<file path="src/rtl/pc_sequencer_if.sv">
// pc_sequencer_if: fetch/handshake bundle between the PC sequencer and the
// rest of the core (instruction ROM, register-file compare, I/O port).
// The master modport is the sequencer itself; slave is the surrounding core.
interface pc_sequencer_if #(
  parameter int PC_W = 11
);
  logic [31:0]     inst;
  logic            eq;
  logic            in_valid;
  logic            out_ready;
  logic [PC_W-1:0] pc;
  logic            commit;
  logic            in_ready;
  logic            out_valid;
  logic            halted;
  logic [15:0]     retire_cnt;

  modport master (
    input  inst, eq, in_valid, out_ready,
    output pc, commit, in_ready, out_valid, halted, retire_cnt
  );

  modport slave (
    output inst, eq, in_valid, out_ready,
    input  pc, commit, in_ready, out_valid, halted, retire_cnt
  );
endinterface

</file>
<file path="src/rtl/pc_sequencer.sv">
// pc_sequencer: program counter and fetch sequencing for the single-cycle
// core. Chooses sequential / branch / jump / halt next-PC, stalls on in/out
// until the I/O handshake completes, and emits a combinational commit strobe.
// Optional feature macro: PC_SEQ_RETIRE_CNT_EN builds a 16-bit retired
// instruction counter; without it retire_cnt is tied to zero.
// The interface instance must be built with the same PC_W as this module.
module pc_sequencer #(
  parameter int              PC_W     = 11,
  parameter logic [PC_W-1:0] RESET_PC = '0
) (
  input logic              clock,
  input logic              reset,
  pc_sequencer_if.master   bus
);

  localparam logic [5:0] OP_BEQ  = 6'b001010;
  localparam logic [5:0] OP_BNQ  = 6'b001011;
  localparam logic [5:0] OP_J    = 6'b010000;
  localparam logic [5:0] OP_IN   = 6'b001110;
  localparam logic [5:0] OP_OUT  = 6'b001111;
  localparam logic [5:0] OP_HALT = 6'b111001;

  typedef enum logic [1:0] {
    RUN,
    WAIT_IN,
    WAIT_OUT,
    HALT
  } state_t;

  state_t          state;
  state_t          state_next;
  logic [PC_W-1:0] pc_q;
  logic [PC_W-1:0] pc_next;
  logic [PC_W-1:0] pc_inc;
  logic [PC_W-1:0] branch_target;
  logic [15:0]     branch_sum;
  logic [5:0]      opcode;
  logic            commit_raw;
  logic            in_ready_q;
  logic            out_valid_q;
  logic            halted_q;
  logic            unused_inst_bits;

  assign opcode           = bus.inst[31:26];
  assign unused_inst_bits = ^bus.inst[25:16];

  // Offsets are added in 16 bits and then truncated, giving modulo-2^PC_W wrap.
  assign pc_inc        = pc_q + {{(PC_W-1){1'b0}}, 1'b1};
  assign branch_sum    = 16'(pc_q) + bus.inst[15:0];
  assign branch_target = branch_sum[PC_W-1:0];

  // Next-state, next-PC and commit decode; eq and handshakes only matter where used.
  always_comb begin
    state_next = state;
    pc_next    = pc_q;
    commit_raw = 1'b0;
    case (state)
      RUN: begin
        case (opcode)
          OP_BEQ: begin
            commit_raw = 1'b1;
            pc_next    = bus.eq ? branch_target : pc_inc;
          end
          OP_BNQ: begin
            commit_raw = 1'b1;
            pc_next    = bus.eq ? pc_inc : branch_target;
          end
          OP_J: begin
            commit_raw = 1'b1;
            pc_next    = bus.inst[PC_W-1:0];
          end
          OP_IN: begin
            state_next = WAIT_IN;
          end
          OP_OUT: begin
            state_next = WAIT_OUT;
          end
          OP_HALT: begin
            commit_raw = 1'b1;
            state_next = HALT;
          end
          default: begin
            commit_raw = 1'b1;
            pc_next    = pc_inc;
          end
        endcase
      end
      WAIT_IN: begin
        if (bus.in_valid) begin
          commit_raw = 1'b1;
          pc_next    = pc_inc;
          state_next = RUN;
        end
      end
      WAIT_OUT: begin
        if (bus.out_ready) begin
          commit_raw = 1'b1;
          pc_next    = pc_inc;
          state_next = RUN;
        end
      end
      HALT: begin
        state_next = HALT;
      end
      default: begin
        state_next = RUN;
      end
    endcase
  end

  // State/PC register; handshake flags are registered copies of the next state.
  always_ff @(posedge clock) begin
    if (reset) begin
      state       <= RUN;
      pc_q        <= RESET_PC;
      in_ready_q  <= 1'b0;
      out_valid_q <= 1'b0;
      halted_q    <= 1'b0;
    end else begin
      state       <= state_next;
      pc_q        <= pc_next;
      in_ready_q  <= (state_next == WAIT_IN);
      out_valid_q <= (state_next == WAIT_OUT);
      halted_q    <= (state_next == HALT);
    end
  end

  assign bus.pc        = pc_q;
  assign bus.commit    = commit_raw & ~reset;
  assign bus.in_ready  = in_ready_q;
  assign bus.out_valid = out_valid_q;
  assign bus.halted    = halted_q;

`ifdef PC_SEQ_RETIRE_CNT_EN
  logic [15:0] retire_q;

  // Count every retiring cycle; wraps naturally at 16 bits.
  always_ff @(posedge clock) begin
    if (reset) begin
      retire_q <= 16'd0;
    end else if (bus.commit) begin
      retire_q <= retire_q + 16'd1;
    end
  end

  assign bus.retire_cnt = retire_q;
`else
  assign bus.retire_cnt = 16'd0;
`endif

endmodule

</file>
<file path="src/flat_wrapper.sv">
// flat-port wrapper written by rule: the top's interface ports become plain ports
module pc_sequencer_flat 
#(
  parameter int              PC_W     = 11,
  parameter logic [PC_W-1:0] RESET_PC = '0
)
  (clock, reset, bus_inst, bus_eq, bus_in_valid, bus_out_ready, bus_pc, bus_commit, bus_in_ready, bus_out_valid, bus_halted, bus_retire_cnt);
  pc_sequencer_if #(.PC_W(PC_W)) bus_i ();
  input logic clock;
  input logic reset;
  input wire logic [$bits(bus_i.inst)-1:0] bus_inst;
  input wire logic [$bits(bus_i.eq)-1:0] bus_eq;
  input wire logic [$bits(bus_i.in_valid)-1:0] bus_in_valid;
  input wire logic [$bits(bus_i.out_ready)-1:0] bus_out_ready;
  output wire logic [$bits(bus_i.pc)-1:0] bus_pc;
  output wire logic [$bits(bus_i.commit)-1:0] bus_commit;
  output wire logic [$bits(bus_i.in_ready)-1:0] bus_in_ready;
  output wire logic [$bits(bus_i.out_valid)-1:0] bus_out_valid;
  output wire logic [$bits(bus_i.halted)-1:0] bus_halted;
  output wire logic [$bits(bus_i.retire_cnt)-1:0] bus_retire_cnt;
  assign bus_i.inst = bus_inst;
  assign bus_i.eq = bus_eq;
  assign bus_i.in_valid = bus_in_valid;
  assign bus_i.out_ready = bus_out_ready;
  assign bus_pc = bus_i.pc;
  assign bus_commit = bus_i.commit;
  assign bus_in_ready = bus_i.in_ready;
  assign bus_out_valid = bus_i.out_valid;
  assign bus_halted = bus_i.halted;
  assign bus_retire_cnt = bus_i.retire_cnt;
  pc_sequencer #(.PC_W(PC_W), .RESET_PC(RESET_PC)) u_core (.clock(clock), .reset(reset), .bus(bus_i));
endmodule
</file>
<file path="config.mk">
export PLATFORM = sky130hd
export DESIGN_NAME = pc_sequencer_flat
export DESIGN_NICKNAME = d
export VERILOG_FILES = /design/src/rtl/pc_sequencer_if.sv /design/src/rtl/pc_sequencer.sv /design/src/flat_wrapper.sv
export SDC_FILE = /design/constraint.sdc
export NUM_CORES = 1
export LEC_CHECK = 0
export CORE_MARGIN = 2
export CORE_UTILIZATION = 36
export DETAILED_ROUTE_END_ITERATION = 10
export MAX_ROUTING_LAYER = met4
export PLACE_DENSITY = 0.82
export SLEW_MARGIN = 15
export SYNTH_ARGS = -nofsm -noshare
export SYNTH_HDL_FRONTEND = slang
export SYNTH_SLANG_ARGS = --single-unit
</file>
<file path="constraint.sdc">
create_clock -name clock -period 2.1 [get_ports clock]
set_input_delay 0.21 -clock clock [delete_from_list [all_inputs] [get_ports clock]]
set_output_delay 0.21 -clock clock [all_outputs]
set_load 0.05 [all_outputs]
</file>
==> After elaboration in Yosys (flattened, before gate mapping) <==
Cells that the tools add are included.
{ "op_classes": {"addsub": 2, "n_eq_ne": 15, "muxes": 14, "bitwise_logic": 2, "reduce_logical": 5} }
{ "op_table": {"columns": ["cell", "n"], "rows": [
  ["11-bit two-way mux", 4],
  ["11-bit one-hot mux with 4 select lines", 1],
  ["11-bit one-hot mux with 3 select lines", 1],
  ["6-bit by 4-bit == test with 1-bit output (second input constant)", 4],
  ["11-bit by 1-bit adder with 11-bit output (second input constant)", 1],
  ["11-bit adder", 1],
  ["2-bit == test (second input constant)", 4],
  ["2-bit one-hot mux with 4 select lines", 1],
  ["6-bit by 5-bit == test with 1-bit output (second input constant)", 1],
  ["6-bit == test (second input constant)", 1],
  ["2-bit inequality test (second input constant)", 3],
  ["2-bit one-hot mux with 3 select lines", 1],
  ["2-bit by 1-bit == test with 1-bit output (second input constant)", 2],
  ["2-bit two-way mux", 2],
  ["4-bit AND reduction", 1],
  ["1-bit two-way mux", 3],
  ["1-bit one-hot mux with 3 select lines", 1],
  ["3-bit nonzero test", 1],
  ["3-bit OR reduction", 1],
  ["2-bit logical NOT", 1],
  ["2-bit OR reduction", 1],
  ["1-bit bitwise AND", 1],
  ["1-bit NOT", 1]
]} }
{ "totals": {"regBits": 16} }

==> Logic depth before layout (Yosys ltp) <==
{ "depth": {"depth_word": 5, "depth_mapped": 9, "depth_no_buf": 8} }

==> Worst setup path before layout <==
No wires, ideal clock.
{ "synth_timing": {"path_type": "flip-flop to flip-flop", "start": "register u_core.pc_q[0], in the netlist u_core.bus.pc[0]", "end": "register u_core.pc_q[10], in the netlist u_core.bus.pc[10]", "t_arrival_ps": 2305, "required_ps": 1978, "path_slack_ps": -326, "path_stages_with_launch": 9, "cell_sequence": "dfxtp_1 ha_1 fa_1 a211oi_1 o21ai_0 a211o_1 a21oi_1 xnor2_1 o21ai_1"} }
{ "synth_between": {"elab_chain_len": 4} }
{ "synth_rtl": {"columns": ["element", "line", "source"], "rows": [
  ["from (decl)", "pc_sequencer.sv:32", "logic [PC_W-1:0] pc_q;"],
  ["from (signal assigned)", "pc_sequencer.sv:121", "pc_q <= pc_next;"],
  ["11-bit adder or 11-bit by 1-bit adder with 11-bit output (tied branches)", "pc_sequencer.sv:49, pc_sequencer.sv:48", null],
  ["11-bit two-way mux (on tied branches)", "pc_sequencer.sv:66, pc_sequencer.sv:62", null],
  ["11-bit one-hot mux with 4 select lines", "pc_sequencer.sv:59", "case (opcode)"],
  ["11-bit one-hot mux with 3 select lines (*)", "pc_sequencer.sv:57", "case (state)"]
]} }
Mark *: on every way between the ends. The rest lies on a longest branch, timed or not. The select of a mux whose other input is x is not followed.
A chain may end at the register's enable or synchronous reset.

==> Worst setup path after layout <==
{ "layout_timing": {"start": "register u_core.state[0]", "end": "register u_core.pc_q[4], in the netlist u_core.bus.pc[4]"} }
{ "layout_between": {"elab_chain_len": 3} }
{ "layout_rtl": {"columns": ["element", "line", "source"], "rows": [
  ["from (decl)", "pc_sequencer.sv:30", "state_t state;"],
  ["from (signal assigned)", "pc_sequencer.sv:120", "state <= state_next;"],
  ["2-bit == test (tied with other cells)", "pc_sequencer.sv:57", null],
  ["2-bit inequality test (no line) or 3-bit nonzero test (tied branches)", null, null],
  ["4-bit AND reduction (no line)", null, null]
]} }
Several ways; a longest one is shown, not always the timed one.

==> metrics.txt <==
# TYPE chip_impl_metric gauge
chip_impl_info{name="run_status",value="finished, final reports clean"} 1
chip_impl_metric{name="antenna_cells",unit=""} 0
chip_impl_metric{name="layout-area-overhead-vs-synth",unit="%"} 47.39
chip_impl_info{name="timing.critical_path.cells",value="inv_4 -> ha_4 -> and4_4 -> a2111oi_4 -> nand2_4 -> or4_1 -> o21ai_1 -> a22o_1"} 1
chip_impl_metric{name="slowest_delay",unit="ns"} 0.52
chip_impl_metric{name="timing.reg2reg.setup_slack",unit="ns"} 0.04
chip_impl_metric{name="fmax",unit="MHz"} 485.7
chip_impl_metric{name="route.detailed.vias_per_inst",unit=""} 5.515
chip_impl_metric{name="num_vias",unit=""} 1875
chip_impl_info{name="end_kind",value="register"} 1
chip_impl_metric{name="place_congestion",unit=""} 0.9476
chip_impl_metric{name="drive_above_1_share",unit="%"} 26.57
chip_impl_metric{name="antenna_left",unit=""} 0
chip_impl_metric{name="port_buffers",unit=""} 36
chip_impl_metric{name="dieWidth",unit="um"} 73.31
chip_impl_info{name="critical-path-slowest-cell",value="or4_1"} 1
chip_impl_metric{name="drt-wirelength-per-cell",unit="um"} 14.45
chip_impl_metric{name="syn_avg_cell_area",unit="sq um"} 8.080
chip_impl_metric{name="finalSetupViolations",unit=""} 0
chip_impl_metric{name="fillCellCount",unit=""} 437
chip_impl_metric{name="clk_latency",unit="ns"} 0.26
chip_impl_metric{name="cp_num_buf_inv",unit=""} 1
chip_impl_info{name="cts-root-buf",value="clkbuf_8"} 1
chip_impl_metric{name="grt_remaining_overflow",unit=""} 0
chip_impl_metric{name="grt_usage",unit="%"} 19.07
chip_impl_metric{name="count_of_flip_flops_with_a_built_in_enable_after_synthesis",unit=""} 0
chip_impl_metric{name="num_rows",unit=""} 25
chip_impl_metric{name="worst_ep_required_time",unit="ns"} 2.31
chip_impl_info{name="tritoncts",value="built"} 1
chip_impl_metric{name="maxCapViolations",unit=""} 0
chip_impl_info{name="setup.worst_path.start_class",value="register"} 1
chip_impl_metric{name="max_slew_margin",unit="%"} 65.10
chip_impl_info{name="netlist_top_cells_area",value="dfxtp_1 19%, ha_1 12%, buf_4 6.9%, a21oi_1 4.3%, xnor2_1 4.1%"} 1
chip_impl_metric{name="max_slew_violation_total_from_the_final_report",unit=""} 0
chip_impl_metric{name="vdd.ir_drop.worst",unit="uV"} 321.4
chip_impl_metric{name="fp.dieArea",unit="sq mm"} 0.005374
chip_impl_info{name="synth_top_flop_cell",value="dfxtp_1"} 1
chip_impl_metric{name="postSynth.asyncResetShare",unit="%"} 0
chip_impl_metric{name="cts_num_sinks",unit=""} 16
chip_impl_metric{name="arrival",unit="ns"} 2.27
chip_impl_metric{name="io_pins",unit=""} 68
chip_impl_metric{name="remaining_drc_errors",unit=""} 0
chip_impl_metric{name="yosys_warnings",unit=""} 0
chip_impl_metric{name="grt_pass1_wl",unit="um"} 7900
chip_impl_metric{name="power_density_of_the_placed_cells",unit="mW/mm^2"} 769.2
chip_impl_metric{name="final_util",unit="%"} 54.32
chip_impl_metric{name="detailedRoute.firstPassIterationCount",unit=""} 4
chip_impl_metric{name="min_period",unit="ns"} 2.059
chip_impl_metric{name="die_h",unit="um"} 73.31
chip_impl_metric{name="leakagePower",unit="nW"} 1.045
chip_impl_metric{name="drtIter0Drc",unit=""} 133
chip_impl_metric{name="cts-buffers-inserted",unit=""} 3
chip_impl_metric{name="path_clk_slew",unit="ns"} 0.07
chip_impl_metric{name="grt_start_max_net_pins",unit=""} 17
chip_impl_metric{name="syn-instance-count",unit=""} 214
chip_impl_metric{name="worst-path-max-fanout",unit=""} 6
chip_impl_info{name="synth_commonest_cells",value="16 x buf_4, 16 x dfxtp_1, 16 x ha_1"} 1
chip_impl_info{name="crit_family",value="simple AND/OR/NAND/NOR gates"} 1
chip_impl_metric{name="design.final.nets",unit=""} 341
chip_impl_metric{name="initial_core_util",unit="%"} 36.85
chip_impl_metric{name="ys_seq_elements",unit=""} 16
chip_impl_info{name="setup_repair_after_global_routing_missed_its_margin",value="yes"} 1
chip_impl_info{name="cell_type_with_the_highest_aggregate_area_in_the_netlist",value="dfxtp_1"} 1
chip_impl_metric{name="synth_top_cell_area_share",unit="%"} 18.52
chip_impl_info{name="cp_class",value="reg2reg"} 1
chip_impl_metric{name="grt_pass1_vias",unit=""} 1722
chip_impl_metric{name="dpl.hpwl",unit="um"} 3756
chip_impl_metric{name="postRouteWirelength",unit="um"} 4914
chip_impl_metric{name="antenna_violations_before_repair",unit=""} 0
chip_impl_metric{name="hold_violations",unit=""} 0
chip_impl_metric{name="netlist_area",unit="sq mm"} 0.001729
chip_impl_metric{name="tightest_slew",unit="ns"} 0.5219
chip_impl_metric{name="postCtsHoldBufs",unit=""} 0
chip_impl_metric{name="post_synth_num_cell_types",unit=""} 55
chip_impl_metric{name="design.core.area",unit="sq mm"} 0.004692
chip_impl_metric{name="min_period_over_period",unit="%"} 98.05
chip_impl_metric{name="clock-skew-final",unit="ns"} 0.008666
chip_impl_info{name="holdCritPathClass",value="in2reg"} 1
chip_impl_metric{name="clock_tree.htree_level_count",unit=""} 1
chip_impl_metric{name="clock_path_buffers",unit=""} 2
chip_impl_metric{name="setup-tns-final",unit="ns"} 0
chip_impl_metric{name="ys_seq_area_share",unit="%"} 18.52
-- sequential cells by signal, indices dropped and copies added (netlist names) --
signal,count
u_core.bus.pc,11
u_core.state,2
u_core.bus.halted,1
u_core.bus.in_ready,1
u_core.bus.out_valid,1
-- logic make-up after synthesis --
kind of cell / synth area share, %
simple gates: 23.44
other cells: 0.2169
xor+xnor: 5.572
fa+ha+maj: 12.74
flops: 18.52
mux: 0.5789
compound gates: 29.02
buf+inv: 9.913
-- tightest hold or removal path, stage by stage --
cell and delay [ns]:
dlymetal6s2s_1 0.16, a22oi_1 0.18, o22ai_1 0.10, nor2_1 0.08, nor3_1 0.05
-- per-stage QoR --
stage / setup WS, ns / cells / hold slack [ns] / total power [W] / instance area, sq um
global route: -0.07767 / 340 / 0.6026 / 0.002086 / 2549
detailed placement: -0.3422 / 334 / 0.5745 / 0.001609 / 2366
finish: 0.04093 / 340 / 0.5609 / 0.001961 / 2549
floorplan: -0.009974 / 229 / 0.3225 / 0.001254 / 1815
global placement: -0.2827 / 334 / 0.5610 / 0.001591 / 2366
CTS: 0.005865 / 338 / 0.5682 / 0.001901 / 2431
-- path summary, 6_finish.rpt --
path / cells past startpoint / end / startpoint
setup / recovery: 8 / u_core.bus.pc[4]$_SDFFE_PP0P_ / u_core.state[0]$_SDFF_PP0_
setup reg to reg: 8 / u_core.bus.pc[4]$_SDFFE_PP0P_ / u_core.state[0]$_SDFF_PP0_
hold / removal: 5 / u_core.bus.pc[0]$_SDFFE_PP0P_ / bus_inst[0]
hold reg to reg: 2 / u_core.bus.pc[9]$_SDFFE_PP0P_ / u_core.bus.pc[9]$_SDFFE_PP0P_
-- timing repair --
action	CTS	global route
endpoints found under the setup margin	2	11
cloned	0	0
setup buffers	0	2
pin swaps	2	22
gates resized for setup	3	23
-- layout by cell type, fill, tap and decap left out, types with 3 or more instances in the layout --
cell              n
xor2_1            3
buf_4            36
a21oi_1          13
nor3_1            8
dfxtp_2           4
nor2b_1           4
nor4_2            3
o21bai_1          3
o21ai_1           4
o21ai_0           4
ha_1             14
a22oi_1           3
xnor2_1           8
nand3_1           7
a32o_1            3
conb_1           16
dfxtp_1          10
a211oi_1          3
nand2_1          13
a22o_1            5
clkdlybuf4s50_1  33
clkbuf_8          4
inv_1             7
nand4_1           4
nor2_1           13
a21o_1            5
-- power breakdown --
part	total (W)	switching [W]	internal, W
logic	0.00123	0.000708	0.000523
registers	0.000443	0.0000651	0.000378
clock network	0.000285	0.000119	0.000167
total	0.00196	0.000892	0.00107
-- area by class of cell --
| cell class | instances | area [sq um] | area share (%) |
|---|---|---|---|
| Multi-Input combinational cell | 184 | 1409 | 55.28 |
| Timing Repair Buffer | 73 | 648.1 | 25.43 |
| Sequential cell | 16 | 332.8 | 13.06 |
| Tap cell | 54 | 67.56 | 2.651 |
| Clock buffer | 4 | 55.05 | 2.160 |
| Inverter | 9 | 36.28 | 1.424 |
-- per-layer routing --
metal	vias to the layer above	track usage (%)	wire [um]
met2	55	31.53	2334
met4	0	7.071	103
met3	9	1.509	164
li1	931	-	-
met5	-	-	0
met1	880	24.35	2312
Note: power is estimated with default switching activity, not from simulation.
